<file path="config.mk">
export PLATFORM = sky130hd
export DESIGN_NAME = reg_bank_loader
export DESIGN_NICKNAME = d
export VERILOG_FILES = /design/src/rtl/reg_bank_loader.sv
export SDC_FILE = /design/constraint.sdc
export NUM_CORES = 1
export LEC_CHECK = 0
export CAP_MARGIN = 40
export CORE_ASPECT_RATIO = 1.25
export CORE_UTILIZATION = 60
export DETAILED_ROUTE_END_ITERATION = 8
export DONT_BUFFER_PORTS = 1
export GPL_TIMING_DRIVEN = 0
export PLACE_DENSITY = 0.83
export SYNTH_ARGS = -nofsm -noshare
export SYNTH_HDL_FRONTEND = slang
export SYNTH_SLANG_ARGS = --single-unit
</file>
<file path="constraint.sdc">
create_clock -name clk -period 1.85 [get_ports clk]
set_input_delay 0.185 -clock clk [delete_from_list [all_inputs] [get_ports clk]]
set_output_delay 0.185 -clock clk [all_outputs]
set_load 0.02 [all_outputs]
</file>
<file path="src/rtl/reg_bank_loader.sv">
// Four-register bank feeding the downstream 4:1 select mux.
// Registers are loaded either by a direct single-word write (only while the
// loader is idle) or by a 4-word valid/ready burst that fills r0..r3 in order.
module reg_bank_loader #(
  parameter int N = 4
) (
  input  logic         clk,
  input  logic         rst,
  input  logic         wr_en,
  input  logic [1:0]   wr_addr,
  input  logic [N-1:0] wr_data,
  input  logic         start,
  input  logic         abort,
  input  logic         in_valid,
  input  logic [N-1:0] in_data,
  output logic         in_ready,
  output logic         busy,
  output logic         done,
  output logic         wr_err,
  output logic [N-1:0] r0,
  output logic [N-1:0] r1,
  output logic [N-1:0] r2,
  output logic [N-1:0] r3
);

  typedef enum logic [1:0] {
    IDLE = 2'd0,
    LOAD = 2'd1,
    DONE = 2'd2
  } state_t;

  state_t     state_reg, state_next;
  logic [1:0] idx_reg, idx_next;
  logic       done_reg, wr_err_reg;
  logic       accept;
  logic       direct_wr;

  // Direct writes land only while idle; anything else is rejected.
  assign direct_wr = (state_reg == IDLE) && wr_en;

  // Next-state, load index and decoded stream handshake.
  always_comb begin
    state_next = state_reg;
    idx_next   = idx_reg;
    in_ready   = 1'b0;
    busy       = 1'b0;
    accept     = 1'b0;
    case (state_reg)
      IDLE: begin
        if (start) begin
          state_next = LOAD;
          idx_next   = 2'd0;
        end
      end
      LOAD: begin
        in_ready = 1'b1;
        busy     = 1'b1;
        // Abort wins over a simultaneous valid word, even though ready reads 1.
        if (abort) begin
          state_next = IDLE;
        end else if (in_valid) begin
          accept   = 1'b1;
          idx_next = idx_reg + 2'd1;
          if (idx_reg == 2'd3) begin
            state_next = DONE;
          end
        end
      end
      DONE: begin
        busy       = 1'b1;
        state_next = IDLE;
      end
      default: begin
        state_next = IDLE;
      end
    endcase
  end

  // State register and load index.
  always_ff @(posedge clk) begin
    if (rst) begin
      state_reg <= IDLE;
      idx_reg   <= 2'd0;
    end else begin
      state_reg <= state_next;
      idx_reg   <= idx_next;
    end
  end

  // Registered status pulses: done marks the DONE cycle, wr_err flags a rejected write.
  always_ff @(posedge clk) begin
    if (rst) begin
      done_reg   <= 1'b0;
      wr_err_reg <= 1'b0;
    end else begin
      done_reg   <= accept && (idx_reg == 2'd3);
      wr_err_reg <= wr_en && (state_reg != IDLE);
    end
  end

  // One flop bank per register; direct and burst writes are mutually exclusive by state.
  for (genvar gi = 0; gi < 4; gi++) begin : g_reg
    logic [N-1:0] q_reg;
    logic         direct_hit;
    logic         burst_hit;

    assign direct_hit = direct_wr && (wr_addr == 2'(gi));
    assign burst_hit  = accept && (idx_reg == 2'(gi));

    // Register update: reset, direct write, or burst word capture.
    always_ff @(posedge clk) begin
      if (rst) begin
        q_reg <= '0;
      end else if (direct_hit) begin
        q_reg <= wr_data;
      end else if (burst_hit) begin
        q_reg <= in_data;
      end
    end
  end

  assign r0     = g_reg[0].q_reg;
  assign r1     = g_reg[1].q_reg;
  assign r2     = g_reg[2].q_reg;
  assign r3     = g_reg[3].q_reg;
  assign done   = done_reg;
  assign wr_err = wr_err_reg;

endmodule

</file>
# ---- After elaboration in Yosys (flattened, before gate mapping)
# Cells that the tools add are included.
dict set report totals {
  word_cells 66
  out_inout_bits 20
  regBits 22
  input_bits 16
}
dict set report op_classes {
  n_eq_ne 13
  n_addsub 1
  mux 22
  reduce_logical 22
}
# cell n
set ops {}
lappend ops {{$mux W4} 8}
lappend ops {{$mux W2} 7}
lappend ops {{$reduce_bool A2 Y1} 6}
lappend ops {{$eq A2 B2 Y1 const B} 5}
lappend ops {{$logic_and A1 B1 Y1} 10}
lappend ops {{$pmux W2 S2} 2}
lappend ops {{$eq A2 B1 Y1 const B} 3}
lappend ops {{$logic_not A2 Y1} 3}
lappend ops {{$ne A2 B2 Y1 const B} 3}
lappend ops {{$ne A3 B3 Y1 const B} 2}
lappend ops {{$mux W1} 5}
lappend ops {{$reduce_and A4 Y1} 1}
lappend ops {{$reduce_and A3 Y1} 1}
lappend ops {{$add A2 B1 Y2 const B} 1}
lappend ops {{$reduce_or A2 Y1} 1}

# ---- Depth between registers and ports, before layout
# Gate-level depths: netlist (run 1).
dict set report logic_depth {
  ltp_word 6
  mapped_depth 8
  mapped_depth_nobuf 6
}

# ---- Least setup slack after synthesis (run 1)
# OpenSTA, ideal clock, no wires.
dict set report synth_timing {
  kind {flip-flop to flip-flop}
  startpoint {register state_reg[1]}
  endpoint {register g_reg[0].q_reg[0], in the netlist r0[0]}
  t_arrival_ns 1.483
  period_less_slack_ns 1.563
  setup_slack_ns 0.287
  required_time_ns 1.771
  setup_ns 0.079
  n_path_buf 1
  path_stages_with_launch 7
  cell_sequence {dfxtp_1 inv_1 ha_1 buf_4 nand4b_1 mux2i_1 a211oi_2}
}
dict set report synth_via {
  elab_chain_len 4
}
# element line_no
set synth_rtl {}
lappend synth_rtl {{start, declared} 32} ;# state_t state_reg, state_next;
lappend synth_rtl {{start signal, assigned} 85} ;# state_reg <= state_next;
lappend synth_rtl {{$eq A2 B1 Y1 or $logic_not A2 Y1 (tied branches)} {48, 39}}
lappend synth_rtl {{$mux W1 or $logic_and A1 B1 Y1 (tied branches)} {48, 39}}
lappend synth_rtl {{$logic_and A1 B1 Y1 (on tied branches)} {108, 107}}
lappend synth_rtl {{$reduce_bool A2 Y1 (no source line) or $mux W4 (tied branches)} n/a}
lappend synth_rtl {{end signal, assigned} 115} ;# q_reg <= wr_data;
lappend synth_rtl {{end signal, assigned} 117} ;# q_reg <= in_data;
lappend synth_rtl {{end, declared} 103} ;# logic [N-1:0] q_reg;
# Several ways; a longest one is shown, not always the timed one.
# A chain may end at the register's enable or synchronous reset.

# ---- Worst setup path in the final report (run 1)
dict set report layout_timing {
  startpoint {register state_reg[1]}
  endpoint {register g_reg[1].q_reg[2], in the netlist r1[2]}
}
dict set report layout_via {
  elab_chain_len 4
}
# element line_no
set layout_rtl {}
lappend layout_rtl {{$eq A2 B1 Y1 or $logic_not A2 Y1 (tied branches)} {48, 39}}
lappend layout_rtl {{$mux W1 or $logic_and A1 B1 Y1 (tied branches)} {48, 39}}
lappend layout_rtl {{$logic_and A1 B1 Y1 (on tied branches)} {108, 107}}
lappend layout_rtl {{$reduce_bool A2 Y1 (no source line) or $mux W4 (tied branches)} n/a}
lappend layout_rtl {{end signal, assigned} 115}
lappend layout_rtl {{end signal, assigned} 117}
lappend layout_rtl {{end, declared} 103}
# Several ways; a longest one is shown, not always the timed one.

==> qor.yml, run 1 <==
yosys_most_used_dff: "dfxtp_1"
dp_slack_ns: 0.03022
numCtsBuffers: 3
r2r.worst_path.cells: 6
synth.ff_latch_count: 22
p_per_area_nw_per_um2: 849.9
critical_path_class: "flip-flop to flip-flop"
critPathMaxStageDelay_ns: 0.32
drive_above_1_share_pct: 13.49
globalplace.congestion: 0.8496
clk-insertion-delay-late_ns: 0.31
path_max_fanout: 8
grt_antenna_before_repair: 0
worstReg2RegStart: "state_reg[1]$_SDFFE_PP0P_"
io_pins: 36
grt_pass1_wl_mm: 3.967
core_area_um2: 1808
rsz0062_at_grt: "no"
synth_top_cell_by_area: "dfxtp_1"
drt_wl_total_mm: 2.541
clock_skew_ns: 0.003771
setup_viol: 0
worstPathArrival_ns: 1.96
syn_inst: 120
peakVddDrop_uv: 524.3
wire_per_inst_um: 17.52
cts_tree: "done"
startpoint_type: "flip-flop"
seqPwrFrac_pct: 50.7
holdWs_ns: 0.02184
drtAntennaViolNets: 0
chipHeight_um: 51.48
synthTopCellsByArea: "dfxtp_1, mux2i_1, a211oi_1, ha_1, nor2_1"
clk_pin_slew_worst_paths_ns: 0.13
grt_overflow_total: 0
cts.sinks: 22
drc: 0
synthDistinctLibCells: 25
slew_viol_final: 0
synthArstFlopShare_pct: 0
holdCritPathClass: "input port to flip-flop"
grt_max_degree: 14
drt_iter0_drc: 26
tightest_slew_ns: 0.5418
worstPathRequired_ns: 2.09
crit_slowest_cell: "dfxtp_1"
fin_ws_ns: 0.1311
syn_nets: 143
internal_power_uw: 788.5
synthTopCellsByCount: "dfxtp_1, nor2_1, mux2i_1"
cts_buffer_depth: 2
cap_viol_max_count: 0
core.rowCount: 17
max-slew-margin-rel_pct: 63.88
p_comb_share_pct: 14.6
grt_usage_pct: 25.21
num_vias: 955
die_area_um2: 2140
vias_per_cell: 6.586
clkPwrFrac_pct: 34.6
min_to: "wr_err$_SDFF_PP0_"
ff2ff_setup_slack_ns: 0.13
end_kind: "flip-flop"
diodes: 0
fmax_mhz: 581.8
path_cells: "inv_1 > ha_1 > buf_4 > nand4b_2 > mux2i_1 > a211oi_1"
cts-root-buf: "clkbuf_4"
r2r-end: "r1[2]$_SDFFE_PP0P_"
dpl.hpwl_mm: 1.878
ys_warn_count: 0
worstHoldPathCells: 1
nets: 150
synth.avg_cell_area_um2: 9.791
hold_start: "wr_en"
hold_violations: 0
synth_most_common_cell: "dfxtp_1"
grt_pass1_vias: 848
start_util_pct: 64.98
leakage_uw: 0.0005607
syn-cell-area_um2: 1175
setup_tns_ns: 0
cts_resized: 0
cts_htree_levels: 1
die_width_um: 41.58
numPortBuffers: 0
synth_edf_count: 0
switchingPower_uw: 289.7
power.share.switching_pct: 26.87
ys_seq_area_share_pct: 37.49
syn_to_final_growth_pct: 7.987
layout_min_cycle_time_ns: 1.719
period_share_pct: 92.91
dr.pass1.iters: 4
status: "completed"
synth_top_cell_area_share_pct: 37.49
cell families after synthesis:
family          after synthesis  synth area share [%]
buf+inv                      10                 4.792
flops                        22                 37.49
fa+ha+maj                     7                 7.454
simple gates                 40                 19.60
compound gates               24                 16.19
mux                          17                 14.48
final cells by class:
cell class / count / area [um^2]
Sequential cell: 22 / 440.4
Clock inverter: 1 / 30.03
Clock buffer: 3 / 22.52
Inverter: 4 / 15.01
Buffer: 6 / 41.29
Timing Repair Buffer: 2 / 17.52
Tap cell: 19 / 23.77
Multi-Input combinational cell: 88 / 678.2
Fill cell: 137 / 539.3
critical path, delay by kind of cell (launching register included):
kind / cells / cell delay [ns]
DFF: 1 / 0.32
AOI/OAI and AO/OA: 1 / 0.24
adders and majority gates: 1 / 0.31
muxes: 1 / 0.19
and+or+nand+nor: 1 / 0.25
buffers and inverters: 2 / 0.34
cell usage in the layout (no fill, tap or decap), types with 3 or more instances in the layout:
cell	netlist	final
clkbuf_4	0	3
nand2_1	5	5
a211oi_1	13	13
ha_1	7	7
nand4b_1	3	3
mux2i_1	17	17
buf_4	3	4
nor2_1	18	18
nand4_1	3	3
nand2b_1	3	3
a21oi_1	4	4
inv_1	4	4
dfxtp_1	22	22
a211oi_2	4	4
per-layer routing:
layer	vias to the layer above	part of all wire (%)	global-route usage, %	routed length [um]
met5	-	0	0	0
met4	0	2.8	13.98	70
met3	8	6.7	5.300	170
met2	44	53	43.23	1335
met1	451	38	28.92	965
li1	452	-	-	-
power by group through the flow:
stage	clock network, uW	registers [uW]	logic (uW)
after floorplan	0	552	132
after global placement	0	557	148
after detailed placement	0	558	155
after CTS	380	547	158
after global routing	395	550	173
final	373	547	158
metrics by stage:
| step | cells | total power, uW | util (%) | instance area [um^2] |
|---|---|---|---|---|
| after global placement | 139 | 704.6 | 66.30 | 1199 |
| after detailed placement | 139 | 712.9 | 66.30 | 1199 |
| after CTS | 144 | 1085 | 69.76 | 1261 |
| after floorplan | 120 | 684.1 | - | 1175 |
| final | 145 | 1078 | 70.17 | 1269 |
| after global routing | 145 | 1117 | 70.17 | 1269 |
worst max-delay path by stage:
stage	endpoint	slack (ns)	start
floorplan	r0[0]$_SDFFE_PP0P_	0.29	state_reg[1]$_SDFFE_PP0P_
global placement	r0[3]$_SDFFE_PP0P_	0.08	state_reg[1]$_SDFFE_PP0P_
detailed placement	r0[2]$_SDFFE_PP0P_	0.03	state_reg[1]$_SDFFE_PP0P_
CTS	r0[2]$_SDFFE_PP0P_	0.02	state_reg[1]$_SDFFE_PP0P_
global route	r1[3]$_SDFFE_PP0P_	0.001	state_reg[1]$_SDFFE_PP0P_
finish	r1[2]$_SDFFE_PP0P_	0.13	state_reg[1]$_SDFFE_PP0P_
timing repair:
action | in CTS | in global routing
setup buffers | 0 | 1
hold buffers | 1 | 0
hold endpoints to repair | 2 | 0
setup endpoints to repair | 0 | 4
No activity file was read; power rests on OpenSTA's default activity.
==> run 2, diff against run 1 <==
--- a/config.mk
+++ b/config.mk
@@ -5,9 +5,11 @@
 export SDC_FILE = /design/constraint.sdc
 export NUM_CORES = 1
 export LEC_CHECK = 0
+export ABC_AREA = 1
 export CAP_MARGIN = 40
 export CORE_ASPECT_RATIO = 1.25
 export CORE_UTILIZATION = 60
+export CTS_BUF_LIST = sky130_fd_sc_hd__clkbuf_8
 export DETAILED_ROUTE_END_ITERATION = 8
 export DONT_BUFFER_PORTS = 1
 export GPL_TIMING_DRIVEN = 0
==> run 2 against run 1 <==
Utilization is 0.52 points higher. Global-route usage is 0.17 points lower. Count of clock-buffer cells in the layout is 1 higher.
==> qor.yml, run 2 <==
dr.pass1.iters: 6  # +2
cap_viol_max_count: 0  # unchanged
drc: 0  # unchanged
diodes: 0  # unchanged
hold_start: "wr_en"
highest_layer: "met4"
r2r-end: "r0[3]$_SDFFE_PP0P_"
postCtsSetupRepairBufs: 0  # unchanged
synth_edf_count: 0  # unchanged
io_pins: 36  # unchanged
synth.avg_cell_area_um2: 6.193  # -37%
path_cells: "inv_1 > ha_2 > clkbuf_2 > nand2_1 > inv_1 > nand3_1 > nand2_1 > inv_2 > nor2_1 > nor2_1"
nFillCells: 193  # +41%
numCtsBuffers: 3  # unchanged
dpl.hpwl_mm: 2.187  # +16%
drt_iter0_drc: 37  # +42%
synth_top_cell_by_area: "dfxtp_1"
hold_violations: 0  # unchanged
crit_buf_inv: 4  # +2
internal_power_uw: 988.1  # +25%
nets: 246  # +64%
globalplace.congestion: 0.8414  # -0.97%
wl_met3_um: 191  # +12%
ys_warn_count: 0  # unchanged
critical_path_class: "flip-flop to flip-flop"
worstReg2RegStart: "state_reg[1]$_SDFFE_PP0P_"
core_area_um2: 2049  # +13%
syn-cell-area_um2: 1344  # +14%
syn_nets: 240  # +68%
slew_viol_final: 0  # unchanged
min_to: "wr_err$_SDFF_PP0_"
grt_pass1_wl_mm: 4.464  # +13%
holdCritPathClass: "input port to flip-flop"
p_per_area_nw_per_um2: 1155  # +36%
cts.sinks: 22  # unchanged
yosys_most_used_dff: "dfxtp_1"
die_width_um: 44.33  # +6.6%
fmax_mhz: 596.8  # +2.6%
drive_above_1_share_pct: 8.559  # -4.9 points
clk_pin_slew_worst_paths_ns: 0.08  # -0.05 ns
final_cell_mix: "nand2_1, nor2_1, dfxtp_1"
path_delay_family: "simple AND/OR/NAND/NOR gates"
final_common_cell: "nand2_1"
r2r.worst_path.cells: 10  # +4
wire_per_inst_um: 11.42  # -35%
switchingPower_uw: 685.9  # +140%
leakage_uw: 0.0007743  # +38%
wl_met2_mm: 1.461  # +9.4%
setup_viol: 0  # unchanged
path_max_fanout: 8  # unchanged
drtAntennaViolNets: 0  # unchanged
grt_pass1_vias: 1172  # +38%
vias_per_cell: 5.274  # -20%
clock_skew_ns: 0.003654  # -0.0001166 ns
worstHoldPathCells: 2  # +1
synthDistinctLibCells: 17  # -32%
setup_tns_ns: 0  # unchanged
startpoint_type: "flip-flop"
drt_wl_total_mm: 2.877  # +13%
ys_seq_area_share_pct: 32.77  # -4.7 points
multi_input_area_um2: 797.0  # +18%
clkPwrFrac_pct: 20.3  # -14 points
cts_buffer_depth: 2  # unchanged
grt_antenna_before_repair: 0  # unchanged
dp_slack_ns: 0.1719  # +0.1417 ns
core.rowCount: 18  # +1
synthTopCellsByArea: "dfxtp_1, nand2_1, nor2_1, nand3_1, nand3b_1"
layout_min_cycle_time_ns: 1.676  # -0.04324 ns
grt_max_degree: 13  # -1
synth_top_cell_area_share_pct: 32.77  # -4.7 points
numPortBuffers: 0  # unchanged
clk-insertion-delay-late_ns: 0.26  # -0.05 ns
synthTopCellsByCount: "nand2_1, nor2_1, dfxtp_1"
worstPathRequired_ns: 2.01  # -0.08 ns
power.share.switching_pct: 40.97  # +14 points
fin_ws_ns: 0.1743  # +0.04324 ns
start_util_pct: 65.57  # +0.59 points
peakVddDrop_uv: 847.5  # +62%
rsz0062_at_grt: "no"
end_kind: "flip-flop"
synth.ff_latch_count: 22  # unchanged
critPathMaxStageDelay_ns: 0.30  # -0.02 ns
cts_tree: "done"
syn_to_final_growth_pct: 7.821
status: "completed"
fin_util_pct: 70.70  # +0.52 points
num_vias: 1329  # +39%
worstPathArrival_ns: 1.83  # -0.13 ns
p_comb_share_pct: 39.0  # +24 points
grt_overflow_total: 0  # unchanged
synth_most_common_cell: "nand2_1"
grt_usage_pct: 25.03  # -0.17 points
synthArstFlopShare_pct: 0  # unchanged
ff2ff_setup_slack_ns: 0.17  # +0.04 ns
cts-root-buf: "clkbuf_8"
max-slew-margin-rel_pct: 74.67  # +11 points
period_share_pct: 90.58  # -2.3 points
die_area_um2: 2434  # +14%
tightest_slew_ns: 0.3786  # -0.1632 ns
wl_met1_mm: 1.161  # +20%
crit_slowest_cell: "dfxtp_1"
syn_inst: 217  # +81%
seq_area_um2: 440.4  # unchanged
cts_htree_levels: 1  # unchanged
chipHeight_um: 54.91  # +6.7%
seqPwrFrac_pct: 40.6  # -10 points
run 2: power groups by stage:
stage | logic, uW | registers (uW) | clock network [uW]
2_1_floorplan | 552 | 677 | 0
3_3_place_gp | 625 | 688 | 0
3_5_place_dp | 640 | 693 | 0
4_1_cts | 651 | 682 | 344
5_1_grt | 748 | 693 | 363
6_report | 654 | 680 | 341
run 2: final cells by class:
cell class | instances | area share (%)
plain buffers | 4 | 1.554
clock buffers | 4 | 3.800
inverters | 23 | 5.959
multi-input cells | 168 | 55.01
flip-flops and latches | 22 | 30.40
well taps | 30 | 2.591
repair buffers | 1 | 0.6908
run 2: through the flow:
step	hold slack, ns	cells	power, uW	area [um^2]
2_1_floorplan	0.2566	217	1229	1344
3_3_place_gp	0.2576	247	1312	1381
3_5_place_dp	0.2601	247	1333	1381
4_1_cts	0.04239	252	1676	1446
5_1_grt	0.03967	252	1805	1449
6_report	0.04097	252	1674	1449
run 2: worst max-delay path by stage:
stage / start / endpoint / slack (ns) / cells past startpoint
finish: state_reg[1]$_SDFFE_PP0P_ / r0[3]$_SDFFE_PP0P_ / 0.17 / 10
global route: state_reg[1]$_SDFFE_PP0P_ / r0[3]$_SDFFE_PP0P_ / 0.04 / 10
CTS: state_reg[1]$_SDFFE_PP0P_ / r0[3]$_SDFFE_PP0P_ / 0.14 / 10
detailed placement: state_reg[1]$_SDFFE_PP0P_ / r3[0]$_SDFFE_PP0P_ / 0.17 / 8
global placement: state_reg[1]$_SDFFE_PP0P_ / r3[3]$_SDFFE_PP0P_ / 0.21 / 8
floorplan: state_reg[1]$_SDFFE_PP0P_ / r0[0]$_SDFFE_PP0P_ / 0.38 / 10
run 2: what timing repair did:
item	CTS	global route
setup endpoints to repair	0	2
hold buffers	1	0
endpoints found under the hold margin	2	0
gates resized for setup	0	1
run 2: kinds of logic (layout without fill, tap and decap cells):
kind of cell,Yosys count,after routing,synth area share [%]
simple gates,158,158,51.49
buf+inv,27,32,8.100
flops,22,22,32.77
fa+ha+maj,7,7,6.517
compound gates,3,3,1.117
run 2: per-layer routing:
layer	vias to the layer above	global-route usage, %
met4	0	10.61
met3	7	4.870
met2	44	48.28
li1	684	-
met5	-	0
met1	594	26.20
